File: config.mk
export PLATFORM = sky130hd
export DESIGN_NAME = display_fill_arbiter
export DESIGN_NICKNAME = d
export VERILOG_FILES = /design/src/rtl/display_fill_arbiter_pkg.sv /design/src/rtl/display_fill_counter.sv /design/src/rtl/display_fill_arbiter.sv
export SDC_FILE = /design/constraint.sdc
export NUM_CORES = 1
export LEC_CHECK = 0
export ABC_AREA = 1
export CORE_UTILIZATION = 45
export CTS_BUF_LIST = sky130_fd_sc_hd__clkbuf_4
export CTS_CLUSTER_SIZE = 10
export DETAILED_ROUTE_END_ITERATION = 16
export DONT_BUFFER_PORTS = 1
export SYNTH_ARGS = -nofsm -noshare
export SYNTH_HDL_FRONTEND = slang
export SYNTH_HIERARCHICAL = 1
export SYNTH_SLANG_ARGS = --single-unit
File: constraint.sdc
create_clock -name clk -period 1.9 [get_ports clk]
set_input_delay 0.285 -clock clk [delete_from_list [all_inputs] [get_ports clk]]
set_output_delay 0.285 -clock clk [all_outputs]
set_load 0.01 [all_outputs]
File: src/rtl/display_fill_arbiter_pkg.sv
// rtl/display_fill_arbiter_pkg.sv - shared widths, state encoding and row clamp helper
package display_fill_arbiter_pkg;
   localparam int ROW_W   = 7;
   localparam int COL_W   = 7;
   localparam int ADDR_W  = ROW_W + COL_W;
   localparam int COLOR_W = 3;

   typedef enum logic {
      IDLE = 1'b0,
      FILL = 1'b1
   } fill_state_t;

   // Last row actually on screen for a requested last row.
   function automatic logic [ROW_W-1:0] clamp_row(input logic [ROW_W-1:0] row, input int rows);
      if (int'(row) > rows - 1)
         return ROW_W'(rows - 1);
      else
         return row;
   endfunction
endpackage

File: src/rtl/display_fill_counter.sv
// rtl/display_fill_counter.sv - fill row/column counters with wrap and last-pixel detect
module display_fill_counter
   import display_fill_arbiter_pkg::*;
#(
   parameter int COLUMNS = 80
) (
   input  logic             clk,
   input  logic             reset,
   input  logic             load,
   input  logic [ROW_W-1:0] load_row,
   input  logic [ROW_W-1:0] load_last,
   input  logic             advance,
   output logic [ROW_W-1:0] row,
   output logic [COL_W-1:0] column,
   output logic             at_last
);
   localparam logic [COL_W-1:0] COL_MAX = COL_W'(COLUMNS - 1);

   logic [ROW_W-1:0] last_row;

   always_ff @(posedge clk) begin
      if (reset) begin
         row      <= '0;
         column   <= '0;
         last_row <= '0;
      end else if (load) begin
         row      <= load_row;
         column   <= '0;
         last_row <= load_last;
      end else if (advance) begin
         if (column == COL_MAX) begin
            column <= '0;
            row    <= row + 1'b1;
         end else begin
            column <= column + 1'b1;
         end
      end
   end

   assign at_last = (row == last_row) && (column == COL_MAX);
endmodule

File: src/rtl/display_fill_arbiter.sv
// rtl/display_fill_arbiter.sv - CPU-priority arbiter between CPU writes and a row-range fill engine
module display_fill_arbiter
   import display_fill_arbiter_pkg::*;
#(
   parameter int COLUMNS = 80,
   parameter int ROWS    = 30
) (
   input  logic               clk,
   input  logic               reset,
   input  logic               cpuWrite,
   input  logic [ADDR_W-1:0]  cpuAddress,
   input  logic [COLOR_W-1:0] cpuData,
   input  logic               fillStart,
   input  logic [ROW_W-1:0]   fillRowFirst,
   input  logic [ROW_W-1:0]   fillRowLast,
   input  logic [COLOR_W-1:0] fillData,
   input  logic               fillAbort,
   output logic               fillBusy,
   output logic               fillDone,
   output logic               displayWrite,
   output logic [ADDR_W-1:0]  displayWriteAddress,
   output logic [COLOR_W-1:0] displayWriteData
);
   fill_state_t        state, next_state;
   logic [COLOR_W-1:0] fill_color;
   logic [ROW_W-1:0]   eff_last;
   logic [ROW_W-1:0]   row;
   logic [COL_W-1:0]   column;
   logic               at_last;
   logic               load;
   logic               engine_write;
   logic               done_next;

   assign eff_last = clamp_row(fillRowLast, ROWS);

   display_fill_counter #(.COLUMNS(COLUMNS)) u_counter (
      .clk       (clk),
      .reset     (reset),
      .load      (load),
      .load_row  (fillRowFirst),
      .load_last (eff_last),
      .advance   (engine_write),
      .row       (row),
      .column    (column),
      .at_last   (at_last)
   );

   always_comb begin
      next_state   = state;
      load         = 1'b0;
      engine_write = 1'b0;
      done_next    = 1'b0;
      case (state)
         IDLE: begin
            if (fillStart) begin
               load = 1'b1;
               // An empty row range completes immediately without touching the buffer.
               if (fillRowFirst > eff_last)
                  done_next = 1'b1;
               else
                  next_state = FILL;
            end
         end
         FILL: begin
            if (fillAbort) begin
               next_state = IDLE;
            end else if (!cpuWrite) begin
               engine_write = 1'b1;
               if (at_last) begin
                  next_state = IDLE;
                  done_next  = 1'b1;
               end
            end
         end
         default: next_state = IDLE;
      endcase
   end

   always_ff @(posedge clk) begin
      if (reset) begin
         state               <= IDLE;
         fill_color          <= '0;
         fillBusy            <= 1'b0;
         fillDone            <= 1'b0;
         displayWrite        <= 1'b0;
         displayWriteAddress <= '0;
         displayWriteData    <= '0;
      end else begin
         state        <= next_state;
         fillBusy     <= (next_state == FILL);
         fillDone     <= done_next;
         displayWrite <= cpuWrite | engine_write;
         if (load)
            fill_color <= fillData;
         if (cpuWrite) begin
            displayWriteAddress <= cpuAddress;
            displayWriteData    <= cpuData;
         end else if (engine_write) begin
            displayWriteAddress <= {row, column};
            displayWriteData    <= fill_color;
         end
      end
   end
endmodule

==> implementation parameters, run 1 <==
Parameter                              Value

Run status
  Run status    finished clean

Layout
  Filler Cells Inserted    511
  Commonest non-fill, non-tap cell in the layout    sky130_fd_sc_hd__nand2_1
  Nets    386
  Post-Layout Inst Area    2590 um2
  Top library cells by usage in the layout, fill and taps aside    sky130_fd_sc_hd__nand2_1 (88), sky130_fd_sc_hd__nor2_1 (63), sky130_fd_sc_hd__dfxtp_1 (44), sky130_fd_sc_hd__inv_1 (27), sky130_fd_sc_hd__nand3_1 (20)
  Share of cells above drive strength 1    13.2%
  Area added between synthesis and finish    5.93%
  Post-layout util    50.1%
  Antenna diode count    0

Floorplan
  Overall die area    5730 um2
  Initial Util    47.3%
  Number of top-level pins    59
  Die outline height    75.7 um
  FP Rows    26
  Horizontal extent of the die    75.7 um
  Standard cell core area    5170 um2

Detailed routing
  Via total after detailed routing    2096
  Routed Wire Length    5320 um
  Number of nets with antenna violations after routing    0
  Iteration-0 DRC Markers    92
  Vias per Instance    5.11
  First-pass DRT Iterations    5
  DRC viols    0
  Average wire per cell in the routed design    13.0 um

Power
  Cell internal pwr    0.00139 W
  Worst IR drop on VDD    0.350 mV
  Combinational group share of total power    14.9%
  Net switching component of the power    0.000542 W
  Leakage dissipation    1.09 nW
  Sequential share of power    54.2%
  Power Dens Cells    746 nW/um2
  Share of total power consumed by net switching    28.1%
  Relative contribution of the clock network to total power    30.9%

CTS
  Number of buffers added by the clock tree synthesis step    5
  Clock root buffer    sky130_fd_sc_hd__clkbuf_4
  CTS tree    done
  Clock Latency Late Sink    0.35 ns
  Post-CTS setup repair buffer count    0
  Clock transition at path regs    0.14 ns
  # resized after CTS    0
  CTS Sinks    44
  Number of levels the H-tree was split into    2
  Number of buffers on the longest clock path    2

Setup path
  CP Max Fanout    13
  Crit path capture type    flip-flop
  Setup crit start kind    flip-flop
  WP data arrival    1.90 ns
  Setup Crit Path Kind    reg -> reg
  Required time worst endpoint    2.21 ns

GRT
  Initial antenna violation count    0
  First-pass GRT wire length    8500 um
  Largest net degree at the start of global routing    29
  Number of global-route vias before repair    1963
  Grt total ovfl    0
  GRT Util Overall    19.7%

Placement
  Last weighted congestion value of the routability-driven placer    0.896
  Number of input and output port buffers inserted    0
  Placed cell areas    2490 um2
  HPWL reported at the end of detailed placement    3970 um

STA
  Max-slew violations    0
  Final setup viols    0
  Final total negative setup slack    0 ns
  Final Cycle Share    83.6%
  Endpoints failing hold    0
  Fin Clk Skew    0.0130 ns
  Unrepaired setup endpoints after global routing    no
  Max Clock Freq    630 MHz
  Fin crit period    1.59 ns

Synth
  Warnings, synthesis    6
  Post-Syn Instances    337
  Distinct cell type count of the synthesized netlist    34
  Mean area per synthesized cell    7.26 um2
  Register area share after synthesis    36.0%
  Synthesized cell area    2450 um2
  Yosys reg bits    44

Flow run
  Count of max-cap constraint violations    0

Hold path
  Tightest Hold Check Type    in -> reg
[layer usage]
metal	routed length, um	share of wire [%]	track usage [%]	vias to the layer above
li1	-	-	-	1092
met1	2470	46	24.1	934
met2	2350	44	33.0	64
met3	438	8.2	5.69	6
met4	68	1.3	7.00	0
met5	0	0	0	-
[flip-flops by register name (all words and copies together) (netlist names)]
signal	cells
displayWriteAddress	14
displayWriteData	3
u_counter/column	7
u_counter/row	7
state	1
fill_color	3
fillDone	1
displayWrite	1
u_counter/last_row	7
[cell families (layout without fill, tap and decap cells)]
logic type / count (synthesis) / count (layout) / synth area share [%]
simple gates: 190 / 190 / 33.1
flops: 44 / 44 / 36.0
buf+inv: 42 / 43 / 7.98
compound gates: 41 / 41 / 14.9
xor+xnor: 10 / 10 / 3.58
fa+ha+maj: 8 / 8 / 4.09
other cells: 2 / 4 / 0.307
[critical path, stage by stage, from the launching register on]
cell	delay (ns)
sky130_fd_sc_hd__dfxtp_1	0.43
sky130_fd_sc_hd__inv_2	0.08
sky130_fd_sc_hd__nand2_1	0.13
sky130_fd_sc_hd__inv_1	0.07
sky130_fd_sc_hd__inv_1	0.33
sky130_fd_sc_hd__nand2_2	0.15
sky130_fd_sc_hd__nor2_2	0.19
sky130_fd_sc_hd__inv_1	0.08
sky130_fd_sc_hd__nor2_1	0.09
[synthesized netlist by cell type, drive strengths merged]
cell type / count / area, um2
xnor2: 3 / 26.3
a311oi: 14 / 210
nor2: 67 / 267
o21bai: 1 / 7.51
o21ai: 10 / 50.0
nand2: 91 / 349
or2: 2 / 12.5
clkbuf: 3 / 11.3
conb: 2 / 7.51
inv: 30 / 115
nand3: 22 / 120
nor3: 5 / 41.3
ha: 8 / 100
buf: 9 / 68.8
nand3b: 1 / 7.51
a21oi: 11 / 62.6
dfxtp: 44 / 881
a22oi: 1 / 7.51
xor2: 7 / 61.3
nand4: 2 / 12.5
a31oi: 2 / 12.5
a211oi: 2 / 15.0
[final timing paths]
path	start	to	depth (start not counted)	slack (ns)
worst max-delay path	state	u_counter/column[6]	8	0.31
worst min-delay path	cpuWrite	displayWrite	2	0.06
worst max register to register	state	u_counter/column[6]	8	0.31
worst min register to register	fill_color[0]	fill_color[0]	2	0.48
[power by group through the flow]
stage               Combinational [W]  Sequential (W)  Clock (W)
floorplan                    0.000253         0.00105          0
detailed placement           0.000272         0.00107          0
CTS                          0.000290         0.00105   0.000618
global placement             0.000267         0.00107          0
global route                 0.000334         0.00106   0.000648
finish                       0.000287         0.00105   0.000597
[stage by stage]
step | total power [W] | cells | hold WS, ns | setup slack [ns]
5_1_grt | 0.00204 | 410 | 0.0485 | 0.150
3_3_place_gp | 0.00134 | 401 | 0.354 | 0.283
2_1_floorplan | 0.00131 | 339 | 0.354 | 0.372
6_report | 0.00193 | 410 | 0.0585 | 0.312
4_1_cts | 0.00196 | 410 | 0.0431 | 0.314
3_5_place_dp | 0.00134 | 401 | 0.354 | 0.255
[area by class of cell]
class,instances,area (um2),share of cell area (%)
well taps,70,87.6,3.38
repair buffers,5,50.0,1.93
clock buffers,6,45.0,1.74
flip-flops and latches,44,881,34.0
clock inverters,2,35.0,1.35
multi-input cells,253,1380,53.2
inverters,30,115,4.44
[repair_timing]
| action | CTS | global route |
|---|---|---|
| hold endpoints to repair | 25 | 0 |
| hold buffers | 1 | 0 |
| endpoints found under the setup margin | 0 | 0 |
Power figures use the tool's default switching activity.
==> run 2, diff against run 1 <==
==> constraint.sdc (replaced) <==
create_clock -name clk -period 1.33 [get_ports clk]
set_input_delay 0.1995 -clock clk [delete_from_list [all_inputs] [get_ports clk]]
set_output_delay 0.1995 -clock clk [all_outputs]
set_load 0.01 [all_outputs]
==> run 2 against run 1 <==
  * Fmax is 19% higher
  * Hold slack lost 0.051 ns
  * Via count rose by 9.2%
  * Critical endpoint is now u_counter/row[1]
  * The flow now finishes with violations (negative setup slack)
  * First-iteration DRC count increased by 36%
  * Die area did not move
  * Global-route usage is 1.1 points higher
  * Highest routed layer unchanged
  * Sequential share of layout area down 6.3 points
  * Wire length is 17% higher
  * Register-to-register slack got worse by 0.32 ns
  * Non-clock buffer count grew 45
  * Cell count increased by 11%
  * Combinational power grew 120%
==> implementation parameters, run 2 (synthesized netlist as in run 1, its figures left out) <==
Parameter                              Value

Floorplan
  Standard cell core area    5170 um2 (unchanged)
  Initial Util    47.3% (unchanged)
  Number of top-level pins    59 (unchanged)
  Overall die area    5730 um2 (unchanged)
  Die outline height    75.7 um (unchanged)
  Horizontal extent of the die    75.7 um (unchanged)
  FP Rows    26 (unchanged)

STA
  Unrepaired setup endpoints after global routing    yes
  Endpoints failing hold    0 (unchanged)
  Final setup viols    2 (+2)
  Final Cycle Share    101% (+17 points)
  Max Clock Freq    747 MHz (+19%)
  Fin crit period    1.34 ns (-0.250 ns)
  Slack of the critical path    -0.00797 ns (-0.320 ns)
  Final-layout worst hold slack    0.00708 ns (-0.0514 ns)
  Max-slew violations    0 (unchanged)
  Fin Clk Skew    0.0179 ns (+0.00495 ns)

Detailed routing
  Routed Wire Length    6220 um (+17%)
  Via total after detailed routing    2289 (+9.2%)
  Average wire per cell in the routed design    13.6 um (+5.0%)
  Vias per Instance    5.02 (-1.8%)
  DRC viols    0 (unchanged)
  Iteration-0 DRC Markers    125 (+36%)
  Number of nets with antenna violations after routing    0 (unchanged)
  First-pass DRT Iterations    4 (-1)

Layout
  Commonest non-fill, non-tap cell in the layout    sky130_fd_sc_hd__nand2_1
  Nets    432 (+12%)
  Filler Cells Inserted    480 (-6.1%)
  FF/Latch Area    883 um2 (+0.28%)
  Number of flip-flops under the largest register name    14 (unchanged)
  Top library cells by usage in the layout, fill and taps aside    sky130_fd_sc_hd__nand2_1 (82), sky130_fd_sc_hd__nor2_1 (50), sky130_fd_sc_hd__dfxtp_1 (42), sky130_fd_sc_hd__buf_4 (29), sky130_fd_sc_hd__inv_1 (22)
  Area added between synthesis and finish    30.4%
  Antenna diode count    0 (unchanged)
  Largest reg by FF count    displayWriteAddress
  Area used by multi-input combinational logic    1500 um2 (+9.1%)
  Share of cells above drive strength 1    29.3% (+16 points)

GRT
  Initial antenna violation count    0 (unchanged)
  Grt total ovfl    0 (unchanged)
  Number of global-route vias before repair    1962 (-0.051%)
  Largest net degree at the start of global routing    29 (unchanged)
  GRT Util Overall    20.8% (+1.1 points)
  First-pass GRT wire length    8850 um (+4.1%)

Placement
  HPWL reported at the end of detailed placement    4250 um (+7.1%)
  Placement-stage worst setup slack    -0.176 ns (-0.431 ns)
  Last weighted congestion value of the routability-driven placer    0.803 (-10%)
  Number of input and output port buffers inserted    0 (unchanged)

CTS
  Number of buffers added by the clock tree synthesis step    5 (unchanged)
  Clock root buffer    sky130_fd_sc_hd__clkbuf_4
  Number of levels the H-tree was split into    2 (unchanged)
  Number of buffers on the longest clock path    2 (unchanged)
  CTS Sinks    44 (unchanged)
  Clock Latency Late Sink    0.36 ns (about the same)
  CTS tree    done
  Clock transition at path regs    0.14 ns (about the same)

Setup path
  Crit path capture type    flip-flop
  Setup crit start kind    flip-flop
  Required time worst endpoint    1.59 ns (-0.62 ns)
  Critical R2R Launch    state
  Launching element of the worst setup path    state
  Worst stage delay on the critical path    0.35 ns (-0.08 ns)
  Cells along the critical path    inv_2 -> nor3_4 -> nand3_2 -> inv_2 -> nand2_4 -> nand2_4 -> nor2_4 -> nand2_1 -> nand2_1
  Register-to-register path setup slack    -0.008 ns (-0.32 ns)
  Worst flop-to-flop path endpoint    u_counter/row[1]
  Destination of the critical timing path    u_counter/row[1]
  Setup Crit Path Kind    reg -> reg
  CP Max Fanout    4 (-9)
  Critical Path Slowest Stage Cell    sky130_fd_sc_hd__dfxtp_2
  WP data arrival    1.59 ns (-0.31 ns)
  R2r worst-path depth    9 (+1)

Hold path
  Tightest Hold Check Type    in -> reg

Power
  Worst IR drop on VDD    0.421 mV (+20%)
  Power Dens Cells    928 nW/um2 (+24%)
  Leakage dissipation    1.35 nW (+24%)

Run status
  Violated checks    negative setup slack
  Run status    finished, violations left

Flow run
  Count of max-cap constraint violations    0 (unchanged)
-- run 2: report_power, final --
part	internal [W]	leakage, nW	total (W)	switching, W
registers	0.00140	0.363	0.00148	0.0000740
clock network	0.000415	0.0456	0.000862	0.000447
logic	0.000287	0.943	0.000619	0.000332
total	0.00211	1.35	0.00296	0.000853
-- run 2: worst max-delay path, delay by kind of cell (launching register included) --
family	cells	cell delay (ns)
buffers and inverters	2	0.18
DFF	1	0.35
and+or+nand+nor	7	0.71
-- run 2: cell type report --
cell class                      count  area share (%)
Inverter                           30            4.00
Sequential cell                    44            27.7
Timing Repair inverter              1           0.510
Timing Repair Buffer               50            15.5
Clock inverter                      2            1.10
Tap cell                           70            2.75
Multi-Input combinational cell    253            47.1
Clock buffer                        6            1.41
-- run 2: what timing repair did --
action | in CTS | in global routing
buffers inserted | 1 | 2
hold buffers | 8 | 8
endpoints found under the setup margin | 20 | 29
gates resized for setup | 4 | 32
hold endpoints to repair | 31 | 8
cloned | 0 | 3
pin swaps | 1 | 3
-- run 2: how the worst min path moves through the flow --
| stage | startpoint | to | cells after the start | slack, ns |
|---|---|---|---|---|
| 3_5_place_dp | reset | state | 1 | 0.26 |
| 2_1_floorplan | reset | u_counter/row[2] | 1 | 0.27 |
| 4_1_cts | cpuAddress[6] | displayWriteAddress[6] | 2 | 0.002 |
| 5_1_grt | cpuWrite | displayWriteAddress[2] | 2 | -0.002 |
| 3_3_place_gp | reset | state | 1 | 0.26 |
| 6_report | cpuAddress[6] | displayWriteAddress[6] | 2 | 0.007 |
-- run 2: stage by stage --
step                      instances  util (%)  area, um2  TNS (ns)  power [W]
after floorplan                 339         -       2500    -0.367    0.00188
after global placement          426      53.0       2740    -0.259    0.00197
after detailed placement        426      53.0       2740    -0.467    0.00198
after CTS                       443      56.7       2930         0    0.00288
after global routing            456      61.7       3190    -0.446    0.00311
final                           456      61.7       3190   -0.0101    0.00296
-- run 2: routing by layer --
layer / up-vias / part of all wire [%] / routed length (um) / track usage (%)
li1: 1184 / - / - / -
met1: 1039 / 44 / 2730 / 26.3
met2: 58 / 48 / 3010 / 35.0
met3: 8 / 6.0 / 375 / 5.16
met4: 0 / 1.5 / 96 / 6.38
met5: - / 0 / 0 / 0
